--- config.mk ---
export PLATFORM = sky130hd
export DESIGN_NAME = sw_debounce_sync
export DESIGN_NICKNAME = d
export VERILOG_FILES = /design/src/rtl/sw_debounce_sync_pkg.sv /design/src/rtl/sw_debounce_sync_bit.sv /design/src/rtl/sw_debounce_sync.sv
export SDC_FILE = /design/constraint.sdc
export NUM_CORES = 1
export LEC_CHECK = 0
export BUFFER_PORTS_ARGS = -buffer_cell sky130_fd_sc_hd__buf_2
export CORE_MARGIN = 1.5
export CORE_UTILIZATION = 62
export DETAILED_ROUTE_END_ITERATION = 7
export PLACE_DENSITY_LB_ADDON = 0.2
export SYNTH_ARGS = -nofsm -noshare
export SYNTH_HDL_FRONTEND = slang
export SYNTH_HIERARCHICAL = 1
export SYNTH_SLANG_ARGS = --single-unit
--- constraint.sdc ---
create_clock -name CLOCK_50 -period 2.55 [get_ports CLOCK_50]
set_clock_uncertainty 0.15 [all_clocks]
set_input_delay 0.1275 -clock CLOCK_50 [delete_from_list [all_inputs] [get_ports CLOCK_50]]
set_output_delay 0.1275 -clock CLOCK_50 [all_outputs]
set_load 0.02 [all_outputs]
--- src/rtl/sw_debounce_sync_pkg.sv ---
// Shared definitions for the slide-switch conditioner: per-bit FSM encoding,
// board timing constants and the counter-width legality rule.
package sw_debounce_sync_pkg;

  typedef enum logic {
    IDLE  = 1'b0,
    CHECK = 1'b1
  } dbState_e;

  localparam int CLK_HZ      = 50_000_000;
  localparam int DEBOUNCE_MS = 20;

  // 20 ms of CLOCK_50 cycles, the settle time a switch level must hold
  localparam int DEFAULT_DEBOUNCE_CYCLES = (CLK_HZ / 1000) * DEBOUNCE_MS;

  function automatic bit cntWidthOk(input int cycles, input int cntW);
    return (cycles >= 2) && (cntW > 0) && (cntW < 63) &&
           ((64'd1 << cntW) > 64'(cycles));
  endfunction

endpackage

--- src/rtl/sw_debounce_sync_bit.sv ---
// One switch bit: two-flop synchroniser, qualification counter, two-state
// FSM and registered edge pulses.
module debounce_bit
  import sw_debounce_sync_pkg::*;
#(
  parameter int DEBOUNCE_CYCLES = DEFAULT_DEBOUNCE_CYCLES,
  parameter int CNT_W           = 20
) (
  input  logic clk_i,
  input  logic rst_i,
  input  logic sw_i,
  output logic db_o,
  output logic rise_o,
  output logic fall_o
);

  localparam logic [CNT_W-1:0] CntLast = CNT_W'(DEBOUNCE_CYCLES - 1);

  logic             sync1_q;
  logic             sync2_q;
  dbState_e         state_q;
  logic [CNT_W-1:0] cnt_q;
  logic             db_q;
  logic             rise_q;
  logic             fall_q;

  // The counter tracks how many consecutive samples sync2 has disagreed with
  // the accepted level; any agreeing sample is a bounce and restarts it.
  always_ff @(posedge clk_i or posedge rst_i) begin
    if (rst_i) begin
      sync1_q <= 1'b0;
      sync2_q <= 1'b0;
      state_q <= IDLE;
      cnt_q   <= '0;
      db_q    <= 1'b0;
      rise_q  <= 1'b0;
      fall_q  <= 1'b0;
    end else begin
      sync1_q <= sw_i;
      sync2_q <= sync1_q;
      rise_q  <= 1'b0;
      fall_q  <= 1'b0;
      case (state_q)
        IDLE: begin
          if (sync2_q != db_q) begin
            state_q <= CHECK;
            cnt_q   <= CNT_W'(1);
          end else begin
            cnt_q   <= '0;
          end
        end
        CHECK: begin
          if (sync2_q == db_q) begin
            state_q <= IDLE;
            cnt_q   <= '0;
          end else if (cnt_q == CntLast) begin
            db_q    <= sync2_q;
            rise_q  <= sync2_q;
            fall_q  <= ~sync2_q;
            state_q <= IDLE;
            cnt_q   <= '0;
          end else begin
            cnt_q   <= cnt_q + CNT_W'(1);
          end
        end
        default: begin
          state_q <= IDLE;
          cnt_q   <= '0;
        end
      endcase
    end
  end

  assign db_o   = db_q;
  assign rise_o = rise_q;
  assign fall_o = fall_q;

endmodule

--- src/rtl/sw_debounce_sync.sv ---
// Conditions the raw slide switches for the 2-to-1 switch mux: each bit is
// synchronised and debounced on its own, with per-bit edge pulses.
module sw_debounce_sync
  import sw_debounce_sync_pkg::*;
#(
  parameter int WIDTH           = 10,
  parameter int DEBOUNCE_CYCLES = DEFAULT_DEBOUNCE_CYCLES,
  parameter int CNT_W           = 20
) (
  input  logic             CLOCK_50,
  input  logic             Reset,
  input  logic [WIDTH-1:0] SW,
  output logic [WIDTH-1:0] SW_DB,
  output logic [WIDTH-1:0] SW_RISE,
  output logic [WIDTH-1:0] SW_FALL
);

  // A counter too narrow to reach DEBOUNCE_CYCLES-1 would wrap, so refuse it
  if (!cntWidthOk(DEBOUNCE_CYCLES, CNT_W)) begin : gen_bad_cfg
    $error("sw_debounce_sync: CNT_W too small or DEBOUNCE_CYCLES < 2");
  end

  for (genvar i = 0; i < WIDTH; i++) begin : gen_bit
    debounce_bit #(
      .DEBOUNCE_CYCLES(DEBOUNCE_CYCLES),
      .CNT_W          (CNT_W)
    ) u_bit (
      .clk_i (CLOCK_50),
      .rst_i (Reset),
      .sw_i  (SW[i]),
      .db_o  (SW_DB[i]),
      .rise_o(SW_RISE[i]),
      .fall_o(SW_FALL[i])
    );
  end

endmodule
==> impl_metrics.toml <==
[global_route]
grt_overflow_total = 0
grt_pass1_wl_mm = 39.08
grt_max_degree = 27
grtUsageTotal_pct = 22.74
antenna_found_initial = 0
grt_pass1_vias = 8675

[critical_path]
worstPathRequired_ns = 2.80
max_stage_delay_ns = 0.56
worstPathArrival_ns = 2.59
path_class = "flop to flop"
path_buf_inv = 0
path_cells = "or4_1 -> or4_4 -> nor3_2 -> mux2_2"
worstPathMaxFanout = 6
cp-start-kind = "flop"
critPathSlowestCell = "or4_1"
crit_family = "simple AND/OR/NAND/NOR gates"
endpoint_kind = "flop"

[clocking]
cts.sinks = 260
htree_num_levels = 1
cts-root-buf = "clkbuf_16"
clock_path_buffers = 3
cts.clk_slew.worst_paths_ns = 0.06
clock_latency_ns = 0.53
cts_buffers = 27
cts_tree = "yes"

[logic_synthesis]
synth_edf_count = 0
syn_area_sq_um = 12250
netlist_instances = 1179
ys_dominant_reg_cell = "dfrtp_1"
yosys_warnings = 6
postSynthAreaPerCell_sq_um = 10.39
ys_seq_elements = 260
synth_cell_types = 37
seq_area_frac_synth_pct = 53.13
ys_async_sr_fraction_pct = 100.0
synth.net_count = 1201

[pwr]
p_switching_mw = 1.805
p_clk_share_pct = 47.8
peakVddDrop_mv = 0.5412
p_comb_share_pct = 3.3
swShare_pct = 20.93
power.leakage_nw = 5.756
p_seq_share_pct = 48.9
power.density_nw_per_um2 = 623.3
intPower_mw = 6.820

[place]
globalplace.congestion = 0.8612
io_buffers = 41
post-place-cells = 1476
post-place-ws_ns = 0.2390
dpl.hpwl_mm = 14.91

[detailed_routing]
vias = 8830
drt_iter0_drc = 446
first_pass_iters = 4
drc = 0
wl_per_cell_um = 14.61
ant_nets = 0
vias_per_cell = 5.752
finalWirelength_mm = 22.43

[layout]
fin_util_pct = 71.34
drive_gt1_share_pct = 11.57
nets = 1273
finalNonFillerCells = 1535
area_growth_pct = 13.00
diodes = 0

[sta]
final_max_slew_viol_count = 0
setup_viol = 0
clock.fmax_ghz = 0.4273
period_minus_slack_ns = 2.340
hold_viol = 0
tightest_slew_ns = 0.9416
setup_tns_ns = 0
min_period_over_period_pct = 91.77
hold_ws_ns = 0.09652
setup_ws_ns = 0.2100
rsz0062_at_grt = "no"
slew_headroom_pct = 37.15

[floorplan]
die_h_um = 143.5
ios = 42
die_w_um = 143.5
num_rows = 51
die_area_sq_um = 20610
core-area_sq_um = 19400
start_util_pct = 63.13

[hold_path]
min-delay-path-class = "input pin to flop"

[status]
status = "complete, no violations"

[job]
cap_violations = 0
## cell type report
class / instances / area (sq um)
clock buffers: 33 / 738.2
inverters: 39 / 146.4
fillers: 1477 / 5560
clock inverters: 15 / 205.2
flip-flops and latches: 260 / 6506
repair buffers: 75 / 513.0
well taps: 265 / 331.6
multi-input cells: 848 / 5398
## cells in the mapped netlist (10+ instances only)
cell type | n | share of area [%]
or4_1 | 39 | 2.4
nand4_1 | 51 | 2.6
nand2_1 | 60 | 1.8
and4_1 | 30 | 2.1
a21oi_1 | 59 | 2.4
nor3_1 | 11 | 0.45
xnor2_1 | 60 | 4.3
nand3_1 | 69 | 2.8
inv_1 | 39 | 1.2
o21ai_0 | 20 | 0.82
and3_1 | 19 | 0.97
nor4_1 | 21 | 1.1
nor2_1 | 177 | 5.4
xor2_1 | 80 | 5.7
ha_1 | 10 | 1.0
or4b_1 | 10 | 0.82
o21bai_1 | 10 | 0.61
dfrtp_1 | 260 | 53
o31ai_1 | 30 | 1.8
clkbuf_1 | 18 | 0.55
or3_1 | 30 | 1.5
## worst paths after layout
kind	to	slack, ns	cells past startpoint	from
max	gen_bit[1].u_bit/db_o	0.21	4	gen_bit[1].u_bit/cnt_q[10]
min	gen_bit[5].u_bit/sync1_q	0.1	2	SW[5]
max reg2reg	gen_bit[1].u_bit/db_o	0.21	4	gen_bit[1].u_bit/cnt_q[10]
min reg2reg	gen_bit[4].u_bit/sync2_q	0.19	0	gen_bit[4].u_bit/sync1_q
max in group asynchronous	gen_bit[0].u_bit/sync2_q	1.30	3	Reset
min in group asynchronous	gen_bit[7].u_bit/sync1_q	0.15	3	Reset
## sequential cells by signal, indices dropped and copies added, names as in the netlist
signal,count
gen_bit.u_bit/cnt_q,200
gen_bit.u_bit/db_o,10
gen_bit.u_bit/fall_o,10
gen_bit.u_bit/rise_o,10
gen_bit.u_bit/state_q,10
gen_bit.u_bit/sync1_q,10
gen_bit.u_bit/sync2_q,10
## worst register-to-register path: cells and delay by family (launching register included)
| family | cells | cell delay, ns |
|---|---|---|
| multiplexers | 1 | 0.37 |
| AND/OR/NAND/NOR | 3 | 1.27 |
| flip-flops | 1 | 0.44 |
## logic make-up after synthesis
logic type      Yosys count  share of synthesized area (%)
xor+xnor                140                          10.01
simple gates            558                          25.15
buf+inv                  71                          2.799
mux                      10                         0.9195
fa+ha+maj                10                          1.022
compound gates          130                          6.968
flops                   260                          53.13
## power by group through the flow
| stage | sequential, mW | clock (mW) | combinational (mW) |
|---|---|---|---|
| after global routing | 4.22 | 4.41 | 0.332 |
| after CTS | 4.21 | 4.22 | 0.297 |
| after global placement | 4.29 | 0 | 0.276 |
| final | 4.21 | 4.12 | 0.287 |
| after detailed placement | 4.29 | 0 | 0.282 |
| after floorplan | 4.28 | 0 | 0.201 |
## stage by stage
step           instance area, sq um  total power [mW]
2_1_floorplan                 12250             4.480
3_3_place_gp                  12780             4.563
3_5_place_dp                  12780             4.571
4_1_cts                       13840             8.732
5_1_grt                       13840             8.960
6_report                      13840             8.625
## placed cells by master (no fill, tap or decap), types with 20 or more instances in the layout
cell type  synthesis  layout
dfrtp_1          260     260
nor2_1           177     177
xor2_1            80      80
nand3_1           69      69
nand2_1           60      60
xnor2_1           60      60
a21oi_1           59      59
nand4_1           51      51
buf_2              4      41
or4_1             39      39
inv_1             39      39
and4_1            30      30
o31ai_1           30      30
or3_1             30      30
clkbuf_16          0      27
nor4_1            21      21
buf_4              1      21
o21ai_0           20      20
## layer usage
layer  global-route usage (%)  routed length [um]  up-vias
met5                        0                   0        -
met2                    39.30               11180      128
met4                    5.961                 437        0
met1                    29.97               10010     4319
met3                    3.632                 802       31
li1                         -                   -     4352
## what timing repair did
item                      in CTS  in global routing
hold buffers                  11                  0
gates resized for setup        0                  0
hold endpoints to repair     256                  0
buffers inserted               0                  0
(Power assumes the default switching activity.)
